### config.mk
export PLATFORM = sky130hd
export DESIGN_NAME = mean_square_acc
export DESIGN_NICKNAME = d
export VERILOG_FILES = /design/src/rtl/mean_square_pkg.sv /design/src/rtl/signed_square_reg.sv /design/src/rtl/mean_square_acc.sv
export SDC_FILE = /design/constraint.sdc
export NUM_CORES = 2
export LEC_CHECK = 0
export CAP_MARGIN = 20
export CORE_MARGIN = 2
export CORE_UTILIZATION = 45
export CTS_CLUSTER_SIZE = 12
export DETAILED_ROUTE_END_ITERATION = 6
export SLEW_MARGIN = 20
export SYNTH_ARGS = -nofsm -noshare
export SYNTH_HDL_FRONTEND = slang
export SYNTH_SLANG_ARGS = --single-unit
### constraint.sdc
create_clock -name clk -period 7.9 [get_ports clk]
set_input_delay 0.79 -clock clk [delete_from_list [all_inputs] [get_ports clk]]
set_output_delay 0.79 -clock clk [all_outputs]
set_load 0.03 [all_outputs]
### src/rtl/mean_square_pkg.sv
// Shared defaults, FSM encoding and accumulator width derivation for the
// windowed mean-square accumulator.
package mean_square_pkg;

    localparam int DATA_W_DEF = 24;
    localparam int LOG2_N_DEF = 8;

    typedef enum logic {
        WAIT_SYNC = 1'b0,
        ACCUM     = 1'b1
    } state_t;

    // Square is 2*DATA_W-1 bits; summing 2^LOG2_N of them needs LOG2_N more.
    function automatic int acc_w(input int data_w, input int log2_n);
        return 2 * data_w - 1 + log2_n;
    endfunction

endpackage

### src/rtl/signed_square_reg.sv
// Pipeline stages S1-S2: register the sample with its flags, then register
// its signed square. Shaped to map onto a single DSP block.
module signed_square_reg #(
    parameter int DATA_W = 24
) (
    input  logic                  clk,
    input  logic                  rst,
    input  logic [DATA_W-1:0]     sample_in,
    input  logic                  sample_valid,
    input  logic                  sync,
    output logic [2*DATA_W-2:0]   sq,
    output logic                  valid_s2,
    output logic                  sync_s2
);

    localparam int SQ_W = 2 * DATA_W - 1;

    logic [DATA_W-1:0]          sample_r;
    logic                       valid_s1_r;
    logic                       sync_s1_r;
    logic signed [2*DATA_W-1:0] ext_s;
    logic [SQ_W-1:0]            sq_r;
    logic                       valid_s2_r;
    logic                       sync_s2_r;

    // The top product bit is always zero: the largest square is 2^(2*DATA_W-2).
    assign ext_s = {{DATA_W{sample_r[DATA_W-1]}}, sample_r};

    // S1 capture and S2 multiply; flags travel alongside their data.
    always_ff @(posedge clk) begin
        if (rst) begin
            sample_r   <= {DATA_W{1'b0}};
            valid_s1_r <= 1'b0;
            sync_s1_r  <= 1'b0;
            sq_r       <= {SQ_W{1'b0}};
            valid_s2_r <= 1'b0;
            sync_s2_r  <= 1'b0;
        end else begin
            sample_r   <= sample_in;
            valid_s1_r <= sample_valid;
            sync_s1_r  <= sync;
            sq_r       <= SQ_W'(ext_s * ext_s);
            valid_s2_r <= valid_s1_r;
            sync_s2_r  <= sync_s1_r;
        end
    end

    assign sq       = sq_r;
    assign valid_s2 = valid_s2_r;
    assign sync_s2  = sync_s2_r;

endmodule

### src/rtl/mean_square_acc.sv
// Windowed mean-square accumulator: squares signed samples, sums 2^LOG2_N per
// sync-aligned window and emits the floor mean for the downstream sqrt stage.
module mean_square_acc
    import mean_square_pkg::*;
#(
    parameter int DATA_W   = DATA_W_DEF,
    parameter int LOG2_N   = LOG2_N_DEF,
    parameter bit SYNC_REQ = 1'b1
) (
    input  logic                  clk,
    input  logic                  rst,
    input  logic [DATA_W-1:0]     sample_in,
    input  logic                  sample_valid,
    input  logic                  sync,
    output logic [2*DATA_W-1:0]   ms_out,
    output logic                  ms_valid,
    output logic                  partial_drop
);

    localparam int SQ_W  = 2 * DATA_W - 1;
    localparam int OUT_W = 2 * DATA_W;
    localparam int ACC_W = acc_w(DATA_W, LOG2_N);
    localparam logic [LOG2_N-1:0] CNT_ZERO = {LOG2_N{1'b0}};
    localparam logic [LOG2_N-1:0] CNT_ONE  = LOG2_N'(1'b1);
    localparam logic [ACC_W-1:0]  ACC_ZERO = {ACC_W{1'b0}};

    logic [SQ_W-1:0]   sq_s;
    logic              valid_s2_s;
    logic              sync_s2_s;
    logic [ACC_W-1:0]  sq_ext_s;
    logic [ACC_W-1:0]  sum_s;
    logic [OUT_W-1:0]  mean_s;

    state_t            state_r;
    logic [ACC_W-1:0]  acc_r;
    logic [LOG2_N-1:0] cnt_r;
    logic [OUT_W-1:0]  ms_out_r;
    logic              ms_valid_r;
    logic              partial_drop_r;

    signed_square_reg #(
        .DATA_W (DATA_W)
    ) u_square (
        .clk          (clk),
        .rst          (rst),
        .sample_in    (sample_in),
        .sample_valid (sample_valid),
        .sync         (sync),
        .sq           (sq_s),
        .valid_s2     (valid_s2_s),
        .sync_s2      (sync_s2_s)
    );

    assign sq_ext_s = {{LOG2_N{1'b0}}, sq_s};
    assign sum_s    = acc_r + sq_ext_s;
    assign mean_s   = {1'b0, sum_s[ACC_W-1:LOG2_N]};

    // S3: window FSM, accumulator and registered outputs. A sync always opens
    // a new window with its own sample, so emit and drop are mutually exclusive.
    always_ff @(posedge clk) begin
        if (rst) begin
            state_r        <= SYNC_REQ ? WAIT_SYNC : ACCUM;
            acc_r          <= ACC_ZERO;
            cnt_r          <= CNT_ZERO;
            ms_out_r       <= {OUT_W{1'b0}};
            ms_valid_r     <= 1'b0;
            partial_drop_r <= 1'b0;
        end else begin
            ms_valid_r     <= 1'b0;
            partial_drop_r <= 1'b0;
            case (state_r)
                WAIT_SYNC: begin
                    if (sync_s2_s) begin
                        state_r <= ACCUM;
                        acc_r   <= valid_s2_s ? sq_ext_s : ACC_ZERO;
                        cnt_r   <= valid_s2_s ? CNT_ONE : CNT_ZERO;
                    end else begin
                        state_r <= WAIT_SYNC;
                    end
                end
                ACCUM: begin
                    if (sync_s2_s) begin
                        partial_drop_r <= (cnt_r != CNT_ZERO);
                        acc_r          <= valid_s2_s ? sq_ext_s : ACC_ZERO;
                        cnt_r          <= valid_s2_s ? CNT_ONE : CNT_ZERO;
                    end else if (valid_s2_s) begin
                        if (&cnt_r) begin
                            ms_out_r   <= mean_s;
                            ms_valid_r <= 1'b1;
                            acc_r      <= ACC_ZERO;
                            cnt_r      <= CNT_ZERO;
                        end else begin
                            acc_r <= sum_s;
                            cnt_r <= cnt_r + CNT_ONE;
                        end
                    end else begin
                        acc_r <= acc_r;
                    end
                end
                default: begin
                    state_r <= WAIT_SYNC;
                    acc_r   <= ACC_ZERO;
                    cnt_r   <= CNT_ZERO;
                end
            endcase
        end
    end

    assign ms_out       = ms_out_r;
    assign ms_valid     = ms_valid_r;
    assign partial_drop = partial_drop_r;

endmodule

==> reports/qor.yml <==
grt:
  grt_pass1_wl_um: 119000
  overflow: 0
  grt_pass1_vias: 22432
  grt_max_degree: 110
  grt_use_total_pct: 23.6
  antenna_found_initial: 2
final_layout:
  mostFrequentLayoutCell: "inv_1"
  multi_input_area_mm2: 0.0214
  final_cell_mix: "inv_1, fa_1, nand2_1, ha_1, dfxtp_1"
  final_util_pct: 49.5
  n_antenna_cell: 0
  nets: 3881
  layoutNonFillerInstCount: 3963
  fill_cells: 5875
  syn_to_final_growth_pct: 8.41
  drive_gt1_share_pct: 4.89
  design_area_mm2: 0.0306
  regArea_mm2: 0.00375
place:
  placed_cell_area_mm2: 0.0299
  place_ws_ps: -437
  dp_hpwl_um: 58700
  routabilityCongestion: 0.904
  dp_cells: 3931
  numPortBuffers: 76
power:
  cellPowerDensity_mw_per_mm2: 254
  finalPower_mw: 7.78
  pwr-share-clk_pct: 12.1
  swShare_pct: 50.3
  p_leak_nw: 15.1
  p_seq_share_pct: 15.1
  p_int_mw: 3.86
  power_frac_comb_pct: 72.8
  vdd.ir_drop.worst_uv: 235
  switchingPower_mw: 3.91
critical_path:
  critical_path.most_common_cell: "fa_1"
  crit_chain: "buf_4, nand2_1, fa_1, fa_1, inv_1, fa_1, inv_1, fa_1, inv_1, fa_1, fa_1, inv_1, fa_1, inv_1, ha_1, a21oi_1, o21ai_0, a311oi_1, o21ai_0, o2111ai_1, nand2_1, a21bo_2, a21boi_0, mux2_2"
  crit_required_ps: 8270
  path_class: "reg2reg"
  worst_ep_arrival_time_ps: 7850
  cp_slowest_cell: "dfxtp_1"
  worst-path-max-fanout: 15
  slowest_delay_ps: 560
  start_kind: "flip-flop"
  end_kind: "flip-flop"
floorplan:
  num_rows: 91
  start_util_pct: 45.6
  dieArea_mm2: 0.0647
  die_height_um: 254
  die_w_um: 254
  core_area_mm2: 0.0618
  io_pins: 78
logic_synthesis:
  netlist.area_leader.share_pct: 38.7
  syn_area_mm2: 0.0282
  synth.area.top_cells: "fa_1, dfxtp_1, inv_1, ha_1, nand2_1"
  synthFlopType: "dfxtp_1"
  synth_edf_count: 0
  synth-async-reset-ratio_pct: 0
  netlist_instances: 3090
  synth_cell_type_count: 94
  synthesis.nets: 3858
  yosysWarnings: 0
  ys_seq_elements: 187
  synth_top_area_cell: "fa_1"
  seq_area_frac_synth_pct: 13.3
  syn_area_per_cell_um2: 9.13
outcome:
  outcome: "complete, no violations"
worst_hold_path:
  hold_path.class: "reg2reg"
timing:
  setup_viol: 0
  slew_headroom_pct: 32.2
  post-route-min-period_ps: 7480
  grt_setup_unrepaired: "false"
  worst_pin_slew_ps: 1020
  slew_viol_final: 0
  fin_hold_ws_ps: 448
  fmax_ghz: 0.134
  setup_ws_ps: 422
  finalHoldViolations: 0
  fin_skew_ps: 28.5
  setup_tns_ps: 0
  finalCritPeriodShare_pct: 94.7
drt:
  drt_iter0_markers: 1395
  viasPerCell: 5.28
  final_antenna_net_count: 0
  wl_per_cell_um: 18.2
  drc: 0
  drtPass1Iterations: 6
  num_vias: 20917
  postRouteWirelength_um: 72100
clock_network:
  cts_root_buf: "clkbuf_16"
  cts_buffers: 17
  cts_resized: 3
  cts_max_level: 4
  clk_pin_slew_ps: 100
  clkSinkCount: 187
  clk_path_buf_depth: 2
  cts_tree: "yes"
  post_cts_buffers: 0
  cts_hold_buf: 0
  insertion_delay_ps: 490
job:
  drv_cap: 0
critical path: cells and delay by family, from the launching register on:
| family | cells | cell delay [ps] |
|---|---|---|
| mux | 1 | 370 |
| flops | 1 | 560 |
| simple gates | 2 | 300 |
| fa+ha+maj | 8 | 3930 |
| buf+inv | 6 | 570 |
| compound gates | 7 | 1620 |
worst paths after layout:
kind	startpoint	to	slack (ps)	cells past startpoint
max	u_square.sample_r[2]$_SDFF_PP0_	u_square.sq[42]$_SDFF_PP0_	420	24
min	u_square.valid_s1_r$_SDFF_PP0_	u_square.valid_s2$_SDFF_PP0_	450	1
max reg2reg	u_square.sample_r[2]$_SDFF_PP0_	u_square.sq[42]$_SDFF_PP0_	420	24
min reg2reg	u_square.valid_s1_r$_SDFF_PP0_	u_square.valid_s2$_SDFF_PP0_	450	1
final cells by class:
cell class,instances,share of cell area (%)
multi-input cells,2097,70.0
inverters,674,8.27
flip-flops and latches,187,12.3
clock buffers,17,1.39
well taps,837,3.42
clock inverters,15,0.638
repair buffers,136,4.01
synthesized netlist by cell type, types with 21 or more instances:
| library cell | n |
|---|---|
| nor3_1 | 28 |
| a21o_1 | 47 |
| clkbuf_1 | 112 |
| nand2b_1 | 21 |
| xor2_1 | 44 |
| a21oi_1 | 129 |
| a222oi_1 | 33 |
| and2_1 | 101 |
| nor2_1 | 157 |
| o21ai_0 | 61 |
| dfxtp_1 | 187 |
| ha_1 | 194 |
| inv_1 | 673 |
| nor2b_1 | 62 |
| nand2_1 | 294 |
| nand3_1 | 30 |
| xnor2_1 | 60 |
| fa_1 | 546 |
layer usage:
layer  vias up  global-route usage [%]  share of wire, %
li1       9738                       -                 -
met1     10504                    33.2                46
met2       589                    38.4                46
met3        86                    3.21               5.7
met4         0                    6.20               2.0
met5         -                       0                 0
state kept, by name (all words and copies together) (netlist names):
name,flops
acc_r,55
cnt_r,8
ms_out,47
ms_valid,1
partial_drop,1
state_r,1
u_square.sample_r,24
u_square.sq,46
u_square.sync_s1_r,1
u_square.sync_s2,1
u_square.valid_s1_r,1
u_square.valid_s2,1
kinds of logic after synthesis:
kind of cell             count (synthesis)  synth area share (%)
XOR/XNOR                               104                  3.23
adder cells (fa/ha/maj)                740                  47.3
multiplexers                             5                 0.186
buffers and inverters                  806                  11.0
AND/OR/NAND/NOR                        800                  13.9
flip-flops                             187                  13.3
AO/OA/AOI/OAI                          447                  11.0
other                                    1                0.0133
power by group through the flow:
stage          Sequential (mW)  Combinational, mW  Clock (mW)
2_1_floorplan             1.13               4.18           0
3_5_place_dp              1.19               5.61           0
3_3_place_gp              1.19               5.55           0
6_report                  1.17               5.66       0.945
5_1_grt                   1.18               6.43        1.00
4_1_cts                   1.17               5.65       0.968
Power figures use the tool's default switching activity.
